[src/rtl/fp_core_arbiter.sv]
// ---------------------------------------------------------------------------
// fp_core_arbiter
//
// Shares one fully pipelined, fixed-latency float32 operator among NREQ
// requesters. At most one operation is issued per cycle. Each issue is tagged
// with its requester index in a LAT-deep tag pipeline, and the tag is used to
// route the core result back to its owner.
//
// Parameters
//   NREQ  number of requesters (2..8)
//   LAT   core latency, operation_nd -> rdy, in cycles (1..32)
//   W     operand/result width
//
// Ports
//   clk, rst     clock, synchronous active-high reset
//   req          per-requester request, held with operands until its gnt
//   op_a, op_b   packed operands, requester i at [i*W +: W]
//   gnt          one-hot, one-cycle grant pulse
//   core_a/b     registered operands to the core
//   core_nd      operation_nd to the core
//   core_result  core result
//   core_rdy     core rdy
//   res          registered result
//   res_valid    one-hot, one-cycle owner strobe for res
//   busy         an operation is issued or still in flight
//   err          sticky tag/rdy mismatch flag (cleared by rst only)
//
// Build option
//   FP_ARB_PRIORITY_EN  when defined, requester 0 has strict priority and
//                       requesters 1..NREQ-1 round-robin among themselves.
//                       When undefined, plain round-robin over all requesters.
// ---------------------------------------------------------------------------
module fp_core_arbiter #(
  parameter int NREQ = 4,
  parameter int LAT  = 8,
  parameter int W    = 32
) (
  input  logic              clk,
  input  logic              rst,
  input  logic [NREQ-1:0]   req,
  input  logic [NREQ*W-1:0] op_a,
  input  logic [NREQ*W-1:0] op_b,
  output logic [NREQ-1:0]   gnt,
  output logic [W-1:0]      core_a,
  output logic [W-1:0]      core_b,
  output logic              core_nd,
  input  logic [W-1:0]      core_result,
  input  logic              core_rdy,
  output logic [W-1:0]      res,
  output logic [NREQ-1:0]   res_valid,
  output logic              busy,
  output logic              err
);

  localparam int IW = $clog2(NREQ);
  localparam int DW = $clog2(LAT + 1);

  // registered state
  logic [NREQ-1:0]         r_gnt;
  logic [W-1:0]            r_core_a;
  logic [W-1:0]            r_core_b;
  logic                    r_nd;
  logic [IW-1:0]           r_idx;
  logic [IW-1:0]           r_rr_ptr;
  logic [LAT-1:0]          r_tag_v;
  logic [LAT-1:0][IW-1:0]  r_tag_i;
  logic [W-1:0]            r_res;
  logic [NREQ-1:0]         r_res_valid;
  logic                    r_err;
  logic [DW-1:0]           r_drain;

  // combinational
  logic [W-1:0]            w_op_a [NREQ];
  logic [W-1:0]            w_op_b [NREQ];
  logic [NREQ-1:0]         w_req_eff;
  logic                    w_found;
  logic [IW-1:0]           w_win;
  logic [IW-1:0]           w_rr_next;
  logic [NREQ-1:0]         w_win_oh;
  logic [LAT-1:0]          w_tag_v_shift;
  logic [LAT-1:0][IW-1:0]  w_tag_i_shift;
  logic                    w_tag_v_out;
  logic [IW-1:0]           w_tag_i_out;
  logic [NREQ-1:0]         w_tag_oh;
  logic                    w_rdy_eff;

  // Unpack operands and build one-hot decodes.
  for (genvar gi = 0; gi < NREQ; gi++) begin : g_req
    assign w_op_a[gi]   = op_a[gi*W +: W];
    assign w_op_b[gi]   = op_b[gi*W +: W];
    assign w_win_oh[gi] = w_found && (w_win == IW'(gi));
    assign w_tag_oh[gi] = (w_tag_i_out == IW'(gi));
  end

  // A requester currently seeing its grant still has req high this cycle;
  // masking it prevents a back-to-back double issue of the same operands.
  assign w_req_eff = req & ~r_gnt;

`ifdef FP_ARB_PRIORITY_EN
  // Requester 0 wins outright; others round-robin over 1..NREQ-1.
  always_comb begin
    logic [IW:0]   v_sum;
    logic [IW-1:0] v_base;
    logic [IW-1:0] v_idx;
    w_found   = 1'b0;
    w_win     = '0;
    w_rr_next = r_rr_ptr;
    v_sum     = '0;
    v_idx     = '0;
    // rr_ptr resets to 0, which is not a member of the 1..NREQ-1 ring.
    v_base    = (r_rr_ptr == '0) ? IW'(1) : r_rr_ptr;
    if (w_req_eff[0]) begin
      w_found = 1'b1;
      w_win   = '0;
    end else begin
      for (int k = 0; k < NREQ - 1; k++) begin
        v_sum = {1'b0, v_base} - (IW+1)'(1) + (IW+1)'(k);
        if (v_sum >= (IW+1)'(NREQ - 1)) v_sum = v_sum - (IW+1)'(NREQ - 1);
        v_idx = v_sum[IW-1:0] + IW'(1);
        if (!w_found && w_req_eff[v_idx]) begin
          w_found = 1'b1;
          w_win   = v_idx;
        end
      end
    end
    // A requester-0 grant leaves the pointer where it was.
    if (w_found && (w_win != '0))
      w_rr_next = (w_win == IW'(NREQ - 1)) ? IW'(1) : w_win + IW'(1);
  end
`else
  // Plain round-robin starting at rr_ptr.
  always_comb begin
    logic [IW:0] v_sum;
    w_found   = 1'b0;
    w_win     = '0;
    w_rr_next = r_rr_ptr;
    v_sum     = '0;
    for (int k = 0; k < NREQ; k++) begin
      v_sum = {1'b0, r_rr_ptr} + (IW+1)'(k);
      if (v_sum >= (IW+1)'(NREQ)) v_sum = v_sum - (IW+1)'(NREQ);
      if (!w_found && w_req_eff[v_sum[IW-1:0]]) begin
        w_found = 1'b1;
        w_win   = v_sum[IW-1:0];
      end
    end
    if (w_found)
      w_rr_next = (w_win == IW'(NREQ - 1)) ? '0 : w_win + IW'(1);
  end
`endif

  // Tag pipeline: stage 0 takes the tag of the op on core_nd this cycle, so
  // the last stage lines up with the core's rdy for that op.
  if (LAT == 1) begin : g_tag_short
    assign w_tag_v_shift = r_nd;
    assign w_tag_i_shift = r_idx;
  end else begin : g_tag_long
    assign w_tag_v_shift = {r_tag_v[LAT-2:0], r_nd};
    assign w_tag_i_shift = {r_tag_i[LAT-2:0], r_idx};
  end

  assign w_tag_v_out = r_tag_v[LAT-1];
  assign w_tag_i_out = r_tag_i[LAT-1];

  // After reset the core may still return ops issued before it; the drain
  // window swallows those rdys without raising err.
  assign w_rdy_eff = core_rdy && (r_drain == '0);

  always_ff @(posedge clk) begin
    if (rst) begin
      r_gnt       <= '0;
      r_core_a    <= '0;
      r_core_b    <= '0;
      r_nd        <= 1'b0;
      r_idx       <= '0;
      r_rr_ptr    <= '0;
      r_tag_v     <= '0;
      r_tag_i     <= '0;
      r_res       <= '0;
      r_res_valid <= '0;
      r_err       <= 1'b0;
      r_drain     <= DW'(LAT);
    end else begin
      // issue side
      r_gnt    <= w_win_oh;
      r_nd     <= w_found;
      r_idx    <= w_win;
      r_rr_ptr <= w_rr_next;
      if (w_found) begin
        r_core_a <= w_op_a[w_win];
        r_core_b <= w_op_b[w_win];
      end

      // tag pipeline advances every cycle
      r_tag_v <= w_tag_v_shift;
      r_tag_i <= w_tag_i_shift;

      if (r_drain != '0) r_drain <= r_drain - DW'(1);

      // return side
      r_res_valid <= '0;
      if (w_rdy_eff && w_tag_v_out) begin
        r_res       <= core_result;
        r_res_valid <= w_tag_oh;
      end else if (w_rdy_eff != w_tag_v_out) begin
        r_err <= 1'b1;
      end
    end
  end

  assign gnt       = r_gnt;
  assign core_a    = r_core_a;
  assign core_b    = r_core_b;
  assign core_nd   = r_nd;
  assign res       = r_res;
  assign res_valid = r_res_valid;
  assign err       = r_err;
  assign busy      = r_nd | (|r_tag_v);

endmodule

[config.mk]
export PLATFORM = sky130hd
export DESIGN_NAME = fp_core_arbiter
export DESIGN_NICKNAME = d
export VERILOG_FILES = /design/src/rtl/fp_core_arbiter.sv
export SDC_FILE = /design/constraint.sdc
export NUM_CORES = 1
export LEC_CHECK = 0
export CORE_AREA = 5 5 151 153
export CTS_CLUSTER_DIAMETER = 120
export DETAILED_ROUTE_END_ITERATION = 10
export DIE_AREA = 0 0 156 158
export DONT_BUFFER_PORTS = 1
export GPL_TIMING_DRIVEN = 1
export SLEW_MARGIN = 30
export SYNTH_ARGS = -nofsm -noshare
export SYNTH_HDL_FRONTEND = slang
export SYNTH_SLANG_ARGS = --single-unit
[constraint.sdc]
create_clock -name clk -period 3.05 [get_ports clk]
set_input_delay 0.1525 -clock clk [delete_from_list [all_inputs] [get_ports clk]]
set_output_delay 0.1525 -clock clk [all_outputs]
set_load 0.02 [all_outputs]
==> metrics.yaml <==
global_route_usage_over_all_layers_pct: 21.3
ys_types: 43
routed-via-count: 6853
synth-seq-area-share_pct: 35.2
vias_in_the_first_global_route: 6897
setup.worst_path.start_class: "flip-flop"
ys_ff_latch: 138
dr.pass1.iters: 5
path_class: "reg2reg"
timing.final.crit_period_ns: 2.88
synth_area_per_inst_sq_um: 9.52
clk_latency_ns: 0.42
powerDensity_nw_per_um2: 911
number_of_antenna_violations_at_the_first_check_in_global_routing: 8
largest_net_degree_at_the_start_of_global_routing: 81
dp.cells: 1038
endpoint_kind: "flip-flop"
synthArstFlopShare_pct: 0
path_max_fanout: 64
timing.hold.worst.class: "in2reg"
place_ws_ns: 0.616
number_of_levels_in_the_clock_h_tree: 4
finalCoreUtilization_pct: 46.1
slew_headroom_pct: 46.7
number_of_standard_cells_in_the_layout_taps_in_and_fillers_out: 1198
fp.dieArea_sq_um: 24600
cellLeakagePower_nw: 4.11
fp.dieH_um: 158
clock_tree_from_tritoncts: "yes"
yosysWarningCount: 0
cts-buffers-inserted: 17
finalWirelength_um: 27900
worst_pin_slew_ns: 0.800
global_route.overflow_total: 0
place_hpwl_um: 18600
timing_hold_violations_final: 0
ant_nets: 0
clock_tree.buffer_depth: 2
core_area_sq_um: 21400
die-width_um: 156
gp_congestion: 0.879
detailedRoute.firstIterationViolations: 455
clock_transition_at_the_register_clock_pins_on_the_worst_setup_and_hold_paths_after_cts_ns: 0.08
drt-wirelength-per-cell_um: 23.3
drc: 0
synthesis.nets: 1124
synthCells: 825
initial_core_util_pct: 36.7
cts_sinks: 138
synth-main-ff-cell: "dfxtp_1"
maxSlewViolCount: 0
timing.final.crit_share_pct: 94.4
boundaryPins: 402
cts_root_buf: "clkbuf_16"
grt_pass1_wl_um: 40600
placement_rows: 54
vdd.ir_drop.worst_mv: 0.445
route.detailed.vias_per_inst: 5.72
grt_setup_unrepaired: "no"
required_ns: 3.41
outcome: "finished, final reports clean"
setup-tns-final_ns: 0
fin_worst_skew_ns: 0.0190
timing.max_cap.violations: 0
syn2layout_area_growth_pct: 25.7
final_net_count: 1196
synth-edff-count: 0
report.final.setup_viol: 0
max_freq_ghz: 0.347
fin_ws_ns: 0.171
mappedNetlistArea_sq_um: 7850
placement.io_buffers: 0
critical_path_data_arrival_time_ns: 3.24
drive_gt1_share_pct: 18.6
cells by family (layout without fill, tap and decap cells):
family	Yosys count	after routing	share of synthesized area, %
DFF	138	138	35.2
and+or+nand+nor	225	226	14.7
buffers and inverters	158	242	9.24
adders and majority gates	4	4	0.637
AOI/OAI and AO/OA	267	267	36.1
muxes	32	32	4.08
other	0	8	0
xor gates and xnor gates	1	1	0.112
placed cells by master, fill, tap and decap left out, drive strengths merged, types with 2 or more instances in the layout:
master,count
diode,8
and2,66
o211ai,64
nor2,45
ha,4
a211oi,2
clkinv,6
a21oi,2
dfxtp,138
a221oi,64
nand2,65
inv,79
nor4bb,2
nor2b,26
nor3,3
o211a,65
mux2i,32
nand2b,8
o21ai,3
clkbuf,17
or2,2
buf,25
dlygate4sd3,115
o31ai,64
sequential cells by signal (all words and copies together), names as in the netlist:
name	count
r_drain	4
r_tag_v	8
core_b	32
r_rr_ptr	2
res	32
core_nd	1
err	1
r_tag_i	14
res_valid	4
w_tag_i_out	2
gnt	4
core_a	32
r_idx	2
routing by layer:
metal	GRT usage (%)	vias up	wire [um]
met1	23.9	3276	10400
li1	-	3179	-
met3	9.21	51	2780
met4	8.17	4	787
met5	0	-	21
met2	35.7	343	13900
worst max-delay path: stages (launching register included):
cell,delay [ns]
dfxtp_1,0.39
nand2b_1,0.33
a211oi_4,0.43
buf_6,0.51
o211ai_1,0.15
o211a_1,0.19
o31ai_2,0.21
dlygate4sd3_1,0.58
final timing paths:
| kind | slack, ns | end | start | cells after the start |
|---|---|---|---|---|
| setup / recovery | 0.17 | core_a[7] | gnt[1] | 7 |
| hold / removal | 0.02 | core_b[13] | op_b[13] | 3 |
| setup reg to reg | 0.17 | core_a[7] | gnt[1] | 7 |
| hold reg to reg | 0.43 | r_tag_i[9] | r_tag_i[7] | 1 |
where the power goes:
| group | switching, mW | internal, mW |
|---|---|---|
| registers | 0.783 | 2.22 |
| clock network | 1.02 | 1.12 |
| logic | 2.23 | 1.62 |
area by class of cell:
type | count | area (sq um)
Tap cell | 280 | 350
Multi-Input combinational cell | 530 | 4430
Inverter | 70 | 263
Fill cell | 2006 | 11500
Clock buffer | 17 | 425
Sequential cell | 138 | 2760
Antenna cell | 8 | 20.0
Clock inverter | 15 | 189
Timing Repair Buffer | 140 | 1440
synthesized netlist by cell type, types with 7 or more instances:
master / instances / area share, %
nor2b_1: 26 / 2.1
and2_1: 66 / 5.3
nand2_1: 65 / 3.1
buf_6: 10 / 1.4
nor2_1: 45 / 2.2
o31ai_1: 25 / 2.4
buf_2: 28 / 1.8
dfxtp_1: 138 / 35
o211a_1: 65 / 8.3
o211ai_1: 64 / 6.1
inv_1: 68 / 3.3
clkbuf_1: 39 / 1.9
a221oi_2: 60 / 11
o31ai_2: 39 / 6.2
mux2i_1: 32 / 4.1
nand2b_1: 7 / 0.56
per-stage QoR:
stage                     total power [mW]  hold WS [ns]  area (sq um)
after floorplan                       5.79         0.300          7850
after global placement                6.51         0.232          8030
after detailed placement              6.53         0.234          8030
after global routing                  9.52       0.00523          9870
after CTS                             9.02     0.0000633          9820
final                                 8.99        0.0201          9870
what timing repair did:
action,4_1_cts,5_1_grt
hold buffers,116,0
resized for setup,0,1
endpoints found under the setup margin,0,12
hold endpoints to repair,126,0
buffers inserted,0,3
Power figures use the tool's default switching activity.
